--- config.mk ---
export PLATFORM = sky130hd
export DESIGN_NAME = serial_sub4_sar
export DESIGN_NICKNAME = d
export VERILOG_FILES = /design/src/rtl/fulladd4_sar_pkg.sv /design/src/rtl/full_sub1_sar.sv /design/src/rtl/serial_sub4_sar.sv
export SDC_FILE = /design/constraint.sdc
export NUM_CORES = 1
export LEC_CHECK = 0
export CAP_MARGIN = 10
export CORE_MARGIN = 2
export CORE_UTILIZATION = 50
export CTS_CLUSTER_SIZE = 28
export DETAILED_ROUTE_END_ITERATION = 8
export PLACE_DENSITY = 0.86
export SKIP_LAST_GASP = 1
export SLEW_MARGIN = 20
export SYNTH_ARGS = -nofsm -noshare
export SYNTH_HDL_FRONTEND = slang
export SYNTH_SLANG_ARGS = --single-unit
--- constraint.sdc ---
create_clock -name CLK -period 1.9 [get_ports CLK]
set_input_delay 0.38 -clock CLK [delete_from_list [all_inputs] [get_ports CLK]]
set_output_delay 0.38 -clock CLK [all_outputs]
set_load 0.01 [all_outputs]
--- src/rtl/fulladd4_sar_pkg.sv ---
// Shared definitions for the bit-serial subtractor: FSM state encoding and default width.
package fulladd4_sar_pkg;

    localparam int DEFAULT_WIDTH = 4;

    typedef enum logic [1:0] {
        ST_IDLE  = 2'd0,
        ST_SHIFT = 2'd1,
        ST_DONE  = 2'd2
    } state_e;

endpackage

--- src/rtl/full_sub1_sar.sv ---
// One-bit full subtractor: difference and borrow-out from a, b and borrow-in.
module full_sub1_sar (
    input  logic a,
    input  logic b,
    input  logic bin,
    output logic d,
    output logic bout
);

    assign d    = a ^ b ^ bin;
    assign bout = (~a & b) | (~(a ^ b) & bin);

endmodule

--- src/rtl/serial_sub4_sar.sv ---
// Bit-serial subtractor: computes A - B - B_IN one bit per clock, LSB first,
// and publishes DIFF/B_OUT together with a one-cycle DONE pulse.
module serial_sub4_sar
    import fulladd4_sar_pkg::*;
#(
    parameter int WIDTH = DEFAULT_WIDTH
) (
    input  logic             CLK,
    input  logic             RST,
    input  logic             START,
    input  logic [WIDTH-1:0] A,
    input  logic [WIDTH-1:0] B,
    input  logic             B_IN,
    output logic             BUSY,
    output logic             DONE,
    output logic [WIDTH-1:0] DIFF,
    output logic             B_OUT
);

    localparam int CW = $clog2(WIDTH) + 1;
    localparam logic [CW-1:0] LAST = CW'(WIDTH - 1);

    state_e           state_q, state_d;
    logic [CW-1:0]    cnt_q, cnt_d;
    logic [WIDTH-1:0] a_q, a_d;
    logic [WIDTH-1:0] b_q, b_d;
    logic [WIDTH-1:0] dsr_q, dsr_d;
    logic [WIDTH-1:0] diff_q, diff_d;
    logic             bor_q, bor_d;
    logic             bout_q, bout_d;
    logic             bit_d, bit_bout;
    logic [WIDTH-1:0] dsr_next;

    full_sub1_sar u_bit (
        .a    (a_q[0]),
        .b    (b_q[0]),
        .bin  (bor_q),
        .d    (bit_d),
        .bout (bit_bout)
    );

    // Difference bits enter at the MSB so the word is aligned after the last shift.
    assign dsr_next = (dsr_q >> 1) | (WIDTH'(bit_d) << (WIDTH - 1));

    always_comb begin
        state_d = state_q;
        cnt_d   = cnt_q;
        a_d     = a_q;
        b_d     = b_q;
        dsr_d   = dsr_q;
        bor_d   = bor_q;
        diff_d  = diff_q;
        bout_d  = bout_q;
        case (state_q)
            ST_IDLE: begin
                if (START) begin
                    a_d     = A;
                    b_d     = B;
                    bor_d   = B_IN;
                    cnt_d   = '0;
                    state_d = ST_SHIFT;
                end
            end
            ST_SHIFT: begin
                a_d   = a_q >> 1;
                b_d   = b_q >> 1;
                bor_d = bit_bout;
                dsr_d = dsr_next;
                cnt_d = cnt_q + CW'(1);
                if (cnt_q == LAST) begin
                    diff_d  = dsr_next;
                    bout_d  = bit_bout;
                    state_d = ST_DONE;
                end
            end
            ST_DONE: state_d = ST_IDLE;
            default: state_d = ST_IDLE;
        endcase
    end

    always_ff @(posedge CLK or posedge RST) begin
        if (RST) begin
            state_q <= ST_IDLE;
            cnt_q   <= '0;
            a_q     <= '0;
            b_q     <= '0;
            dsr_q   <= '0;
            bor_q   <= 1'b0;
            diff_q  <= '0;
            bout_q  <= 1'b0;
        end else begin
            state_q <= state_d;
            cnt_q   <= cnt_d;
            a_q     <= a_d;
            b_q     <= b_d;
            dsr_q   <= dsr_d;
            bor_q   <= bor_d;
            diff_q  <= diff_d;
            bout_q  <= bout_d;
        end
    end

    assign BUSY  = (state_q != ST_IDLE);
    assign DONE  = (state_q == ST_DONE);
    assign DIFF  = diff_q;
    assign B_OUT = bout_q;

endmodule

==> results of run 1 <==
==> registers in the layout, summed over array words and instances (netlist names) <==
name	count
a_q	4
bor_q	1
DIFF	4
dsr_q	3
b_q	4
state_q	2
B_OUT	1
cnt_q	3
==> layer usage <==
| layer | wire, µm | track usage [%] |
|---|---|---|
| met5 | 0 | 0 |
| met4 | 31 | 8.33 |
| met3 | 95 | 3.03 |
| met2 | 902 | 29.3 |
| met1 | 881 | 26.1 |
==> report_power, final <==
part | switching [µW] | internal (µW)
combinational | 427 | 575
clock | 129 | 73.9
sequential | 139 | 697
==> synthesized netlist by cell type <==
cell type	count	area share (%)
nand4bb_1	1	1.1
nand3b_1	1	0.72
o21bai_4	1	1.8
dfrtp_1	22	53
a22o_1	2	1.7
mux2_2	8	8.6
buf_6	2	2.2
clkbuf_1	2	0.72
mux2i_1	1	0.96
nand2b_1	2	1.2
inv_1	14	5.0
o311ai_0	1	0.84
a32o_1	1	0.96
buf_2	3	1.4
a21oi_1	1	0.48
nor2b_1	4	2.4
fa_1	1	1.9
a221oi_1	5	4.2
a222oi_1	2	1.9
nor4b_1	5	4.2
ha_1	2	2.4
nor2_1	6	2.2
nand2_1	1	0.36
==> worst max path at each step <==
stage | from | slack [ns] | end
6_report | state_q[1]$_DFFE_PP0P_ | 0.11 | BUSY
5_1_grt | state_q[0]$_DFFE_PP0P_ | 0.009 | DONE
4_1_cts | state_q[0]$_DFFE_PP0P_ | 0.04 | BUSY
3_5_place_dp | START | 0.20 | bor_q$_DFFE_PP0P_
3_3_place_gp | START | 0.23 | b_q[2]$_DFFE_PP0P_
2_1_floorplan | cnt_q[0]$_DFFE_PP0P_ | 0.49 | DIFF[0]$_DFFE_PP0P_
==> worst register-to-register path: stages, from the launching register on <==
cell	delay (ns)
dfrtp_1	0.40
ha_1	0.20
ha_1	0.18
nand3b_1	0.27
mux2_2	0.38
==> stage by stage <==
step | power, µW | worst slack [ns] | hold WS (ns)
2_1_floorplan | 1470 | 0.495 | 0.369
3_3_place_gp | 1770 | 0.229 | 0.484
3_5_place_dp | 1820 | 0.197 | 0.484
4_1_cts | 2020 | 0.0384 | 0.402
5_1_grt | 2230 | 0.00861 | 0.415
6_report | 2040 | 0.106 | 0.397
==> cells by family after synthesis <==
family	after synthesis	share of synthesized area [%]
buf+inv	21	9.35
compound gates	13	11.9
simple gates	20	12.1
fa+ha+maj	3	4.32
flops	22	52.8
mux	9	9.59
==> what timing repair did <==
action	4_1_cts	5_1_grt
endpoints found under the setup margin	0	2
buffers inserted	0	2
endpoints found under the hold margin	0	0
gates resized for setup	0	3
==> cell type report <==
type | instances | area share (%)
Inverter | 14 | 4.02
Multi-Input combinational cell | 45 | 30.4
Timing Repair Buffer | 27 | 18.9
Sequential cell | 22 | 42.3
Clock buffer | 3 | 1.72
Tap cell | 27 | 2.58
==> flow_metrics.py, run 1 <==
metrics = {
    "sta": {
        "period_needed_ns": 1.79,
        "layout_worst_path_cycle_share_pct": 94.4,
        "hold_viol_final": 0,
        "fmax_ghz": 0.558,
        "relSlewSlack_pct": 74.2,
        "worst_pin_slew_ns": 0.386,
        "slew_violations": 0,
        "fin_tns_setup_ns": 0,
        "setup_viol": 0,
        "clock_skew_ns": 0.00488,
        "rsz0062_at_grt": "no",
    },
    "place": {
        "portBuffers": 18,
        "dpl_cell_area_um2": 1260,
        "placedCellCount": 133,
        "dpl.hpwl_um": 1390,
        "gp_congestion": 0.802,
    },
    "hold_path": {
        "hold_path.class": "input port to async pin",
    },
    "synth": {
        "ys_types": 23,
        "synth_seq_cells": 22,
        "synth_area_per_cell_um2": 11.9,
        "netlist_area_um2": 1040,
        "ys_seq_area_share_pct": 52.8,
        "synth_warnings": 0,
        "synthCells": 88,
        "syn_nets": 103,
    },
    "cells_and_area": {
        "area_growth_pct": 25.3,
        "fill_cells": 170,
        "drive_gt1_share_pct": 21.6,
        "mostFrequentLayoutCell": "dfrtp_1",
        "n_antenna_cell": 0,
        "finalNonFillerCells": 138,
        "multiInputGateArea_um2": 398,
        "design_area_um2": 1310,
        "post-route-util_pct": 66.6,
        "nNetsFinal": 128,
        "layout_common_cells": "20 x dfrtp_1, 18 x clkdlybuf4s50_1, 14 x inv_1, 9 x buf_4, 8 x mux2_2",
        "ff_latch_area_um2": 553,
    },
    "critical_path": {
        "cp_num_buf_inv": 2,
        "timing.critical_path.cells": "nor2_2, inv_1, clkdlybuf4s50_1",
        "critPathCaptureType": "output pin",
        "cp.required_ns": 1.52,
        "crit_slowest_cell": "dfrtp_2",
        "cp-start-kind": "flop",
        "r2r_end": "DIFF[2]$_DFFE_PP0P_",
        "rr_worst_depth": 4,
        "slowest_delay_ns": 0.47,
        "worst-path-max-fanout": 6,
        "path_delay_family": "buffers and inverters",
        "critPathKind": "flop to output pin",
        "reg2reg_slack_ns": 0.37,
        "worstReg2RegStart": "cnt_q[0]$_DFFE_PP0P_",
        "cp.depth": 3,
        "worstPathArrival_ns": 1.41,
    },
    "clock_tree": {
        "htreeDepth": 1,
        "cts_buffer_depth": 2,
        "cts_hold_buf": 0,
        "clock_sink_count": 22,
        "cts_buffers": 3,
        "clkLatencyLatePin_ns": 0.30,
        "clkSlewWorstSetupHoldPaths_ns": 0.11,
        "cts_tree": "built",
        "clockRootBuffer": "clkbuf_4",
    },
    "floorplan": {
        "fp.dieW_um": 49.7,
        "row_count": 16,
        "fp.dieH_um": 49.7,
        "die_area_um2": 2470,
        "start_util_pct": 53.2,
        "ios": 19,
        "core_area_um2": 1960,
    },
    "global_routing": {
        "grt_pass1_vias": 768,
        "grt_pass1_wl_um": 3580,
        "grt-ovfl-total": 0,
        "grt_use_total_pct": 18.9,
        "grt_max_degree": 23,
        "antenna_found_initial": 0,
    },
    "route": {
        "firstDrtPassIters": 4,
        "num_vias": 734,
        "drt_iter0_markers": 13,
        "ant_nets": 0,
        "wire_per_inst_um": 13.8,
        "drc": 0,
        "wl_um": 1910,
        "viasPerCell": 5.32,
    },
    "flow_run": {
        "max-cap-violations": 0,
    },
    "power": {
        "p_leak_uw": 0.000597,
        "p_per_area_nw_per_um2": 1560,
        "ir_worst_vdd_mv": 0.928,
    },
    "status": {
        "outcome": "completed",
    },
}
Power figures use the tool's default switching activity.
==> run 2, diff against run 1 <==
PLACE_DENSITY = 0.77   (was 0.86)
SKIP_CTS_REPAIR_TIMING = 1   (was default)
==> run 2 against run 1 <==
Compared with the run above: die area did not move; wire length rose by 2.6%; via count fell by 1.9%; core utilization fell by 0.70 points; largest cell class unchanged; highest routed layer unchanged; first-iteration DRC count rose by 7.7%; final cell count fell by 2.2%; non-clock buffer count fell by 4; register-to-register slack barely moved; largest power group unchanged; worst setup slack got worse by 0.023 ns; sequential share of layout area rose by 0.26 points; clock power rose by 27%.
==> flow_metrics.py, run 2 (same netlist as run 1, synthesis figures left out) <==
metrics = {
    "global_routing": {
        "grt_use_total_pct": 18.4,
        "grt-ovfl-total": 0,
        "grt_pass1_vias": 785,
        "grt_pass1_wl_um": 3350,
        "antenna_found_initial": 0,
        "grt_max_degree": 23,
    },
    "sta": {
        "fmax_ghz": 0.551,
        "relSlewSlack_pct": 74.0,
        "layout_worst_path_cycle_share_pct": 95.6,
        "worst_pin_slew_ns": 0.389,
        "fin_ws_ns": 0.0838,
        "setup_viol": 0,
        "hold_viol_final": 0,
        "clock_skew_ns": 0.00715,
        "slew_violations": 0,
        "period_needed_ns": 1.82,
    },
    "clock_tree": {
        "cts_buffer_depth": 2,
        "clkSlewWorstSetupHoldPaths_ns": 0.12,
        "clkLatencyLatePin_ns": 0.31,
        "clockRootBuffer": "clkbuf_4",
        "htreeDepth": 1,
        "clock_sink_count": 22,
        "cts_buffers": 3,
        "cts_tree": "built",
    },
    "cells_and_area": {
        "mostFrequentLayoutCell": "dfrtp_1",
        "layout_common_cells": "22 x dfrtp_1, 18 x clkdlybuf4s50_1, 14 x inv_1, 8 x mux2_2",
        "drive_gt1_share_pct": 17.6,
        "finalNonFillerCells": 135,
        "area_growth_pct": 24.0,
        "nNetsFinal": 124,
        "n_antenna_cell": 0,
    },
    "power": {
        "p_per_area_nw_per_um2": 1580,
        "p_leak_uw": 0.000588,
        "finalPower_uw": 2040,
        "ir_worst_vdd_mv": 0.882,
    },
    "place": {
        "dpl.hpwl_um": 1420,
        "gp_congestion": 0.745,
        "placedCellCount": 130,
        "portBuffers": 18,
        "place_ws_ns": 0.145,
    },
    "route": {
        "wl_um": 1960,
        "ant_nets": 0,
        "viasPerCell": 5.33,
        "firstDrtPassIters": 4,
        "num_vias": 720,
        "wire_per_inst_um": 14.5,
        "drt_iter0_markers": 14,
        "drc": 0,
    },
    "critical_path": {
        "critPathCaptureType": "output pin",
        "rr_worst_depth": 4,
        "critPathKind": "flop to output pin",
        "reg2reg_slack_ns": 0.36,
        "r2r_end": "DIFF[3]$_DFFE_PP0P_",
        "cp.required_ns": 1.52,
        "worst-path-max-fanout": 4,
        "cp-start-kind": "flop",
        "worstPathArrival_ns": 1.44,
        "worstReg2RegStart": "cnt_q[0]$_DFFE_PP0P_",
    },
    "flow_run": {
        "max-cap-violations": 0,
    },
    "floorplan": {
        "start_util_pct": 53.2,
        "fp.dieW_um": 49.7,
        "die_area_um2": 2470,
        "core_area_um2": 1960,
        "ios": 19,
        "fp.dieH_um": 49.7,
        "row_count": 16,
    },
    "status": {
        "outcome": "completed",
    },
    "hold_path": {
        "hold_path.class": "input port to async pin",
    },
}
==> run 2: changes by cell type in the layout (fill, tap and decap cells not counted) <==
| cell | change |
|---|---|
| dfrtp_1 | +2 |
| nor2_2 | -1 |
| buf_4 | -4 |
| nor2_4 | +1 |
| dfrtp_2 | -2 |
| clkbuf_8 | +1 |
==> run 2: worst max path at each step <==
| stage | start | endpoint | slack [ns] | cells past startpoint |
|---|---|---|---|---|
| floorplan | cnt_q[0]$_DFFE_PP0P_ | DIFF[0]$_DFFE_PP0P_ | 0.49 | 4 |
| global placement | START | b_q[2]$_DFFE_PP0P_ | 0.19 | 3 |
| detailed placement | START | bor_q$_DFFE_PP0P_ | 0.14 | 3 |
| CTS | state_q[1]$_DFFE_PP0P_ | BUSY | -0.05 | 3 |
| global route | state_q[1]$_DFFE_PP0P_ | DONE | -0.004 | 2 |
| finish | state_q[1]$_DFFE_PP0P_ | DONE | 0.08 | 2 |
==> run 2: layer usage <==
metal	routed length (µm)	up-vias	GRT usage [%]
li1	-	345	-
met1	834	359	21.0
met2	1030	12	30.9
met3	71	4	4.55
met4	27	0	11.1
met5	0	-	0
==> run 2: final cells by class <==
type,count,area [µm²]
Clock buffer,4,36.3
Fill cell,161,668
Inverter,14,52.6
Multi-Input combinational cell,45,403
Sequential cell,22,551
Tap cell,27,33.8
Timing Repair Buffer,23,218
==> run 2: worst max-delay path, stage by stage (launching register included) <==
cell and delay, ns:
dfrtp_1 0.44, nor2b_1 0.15, clkdlybuf4s50_1 0.54
==> run 2: power by group <==
part | switching [µW] | internal [µW]
clock | 140 | 117
sequential | 127 | 693
combinational | 441 | 526
==> run 2: stage by stage <==
stage | TNS [ns] | area, µm² | hold slack [ns] | util (%)
floorplan | 0 | 1040 | 0.369 | -
global placement | 0 | 1240 | 0.488 | 63.3
detailed placement | 0 | 1240 | 0.491 | 63.3
CTS | -0.0511 | 1280 | 0.376 | 65.2
global route | -0.00473 | 1290 | 0.396 | 65.9
finish | 0 | 1290 | 0.373 | 65.9
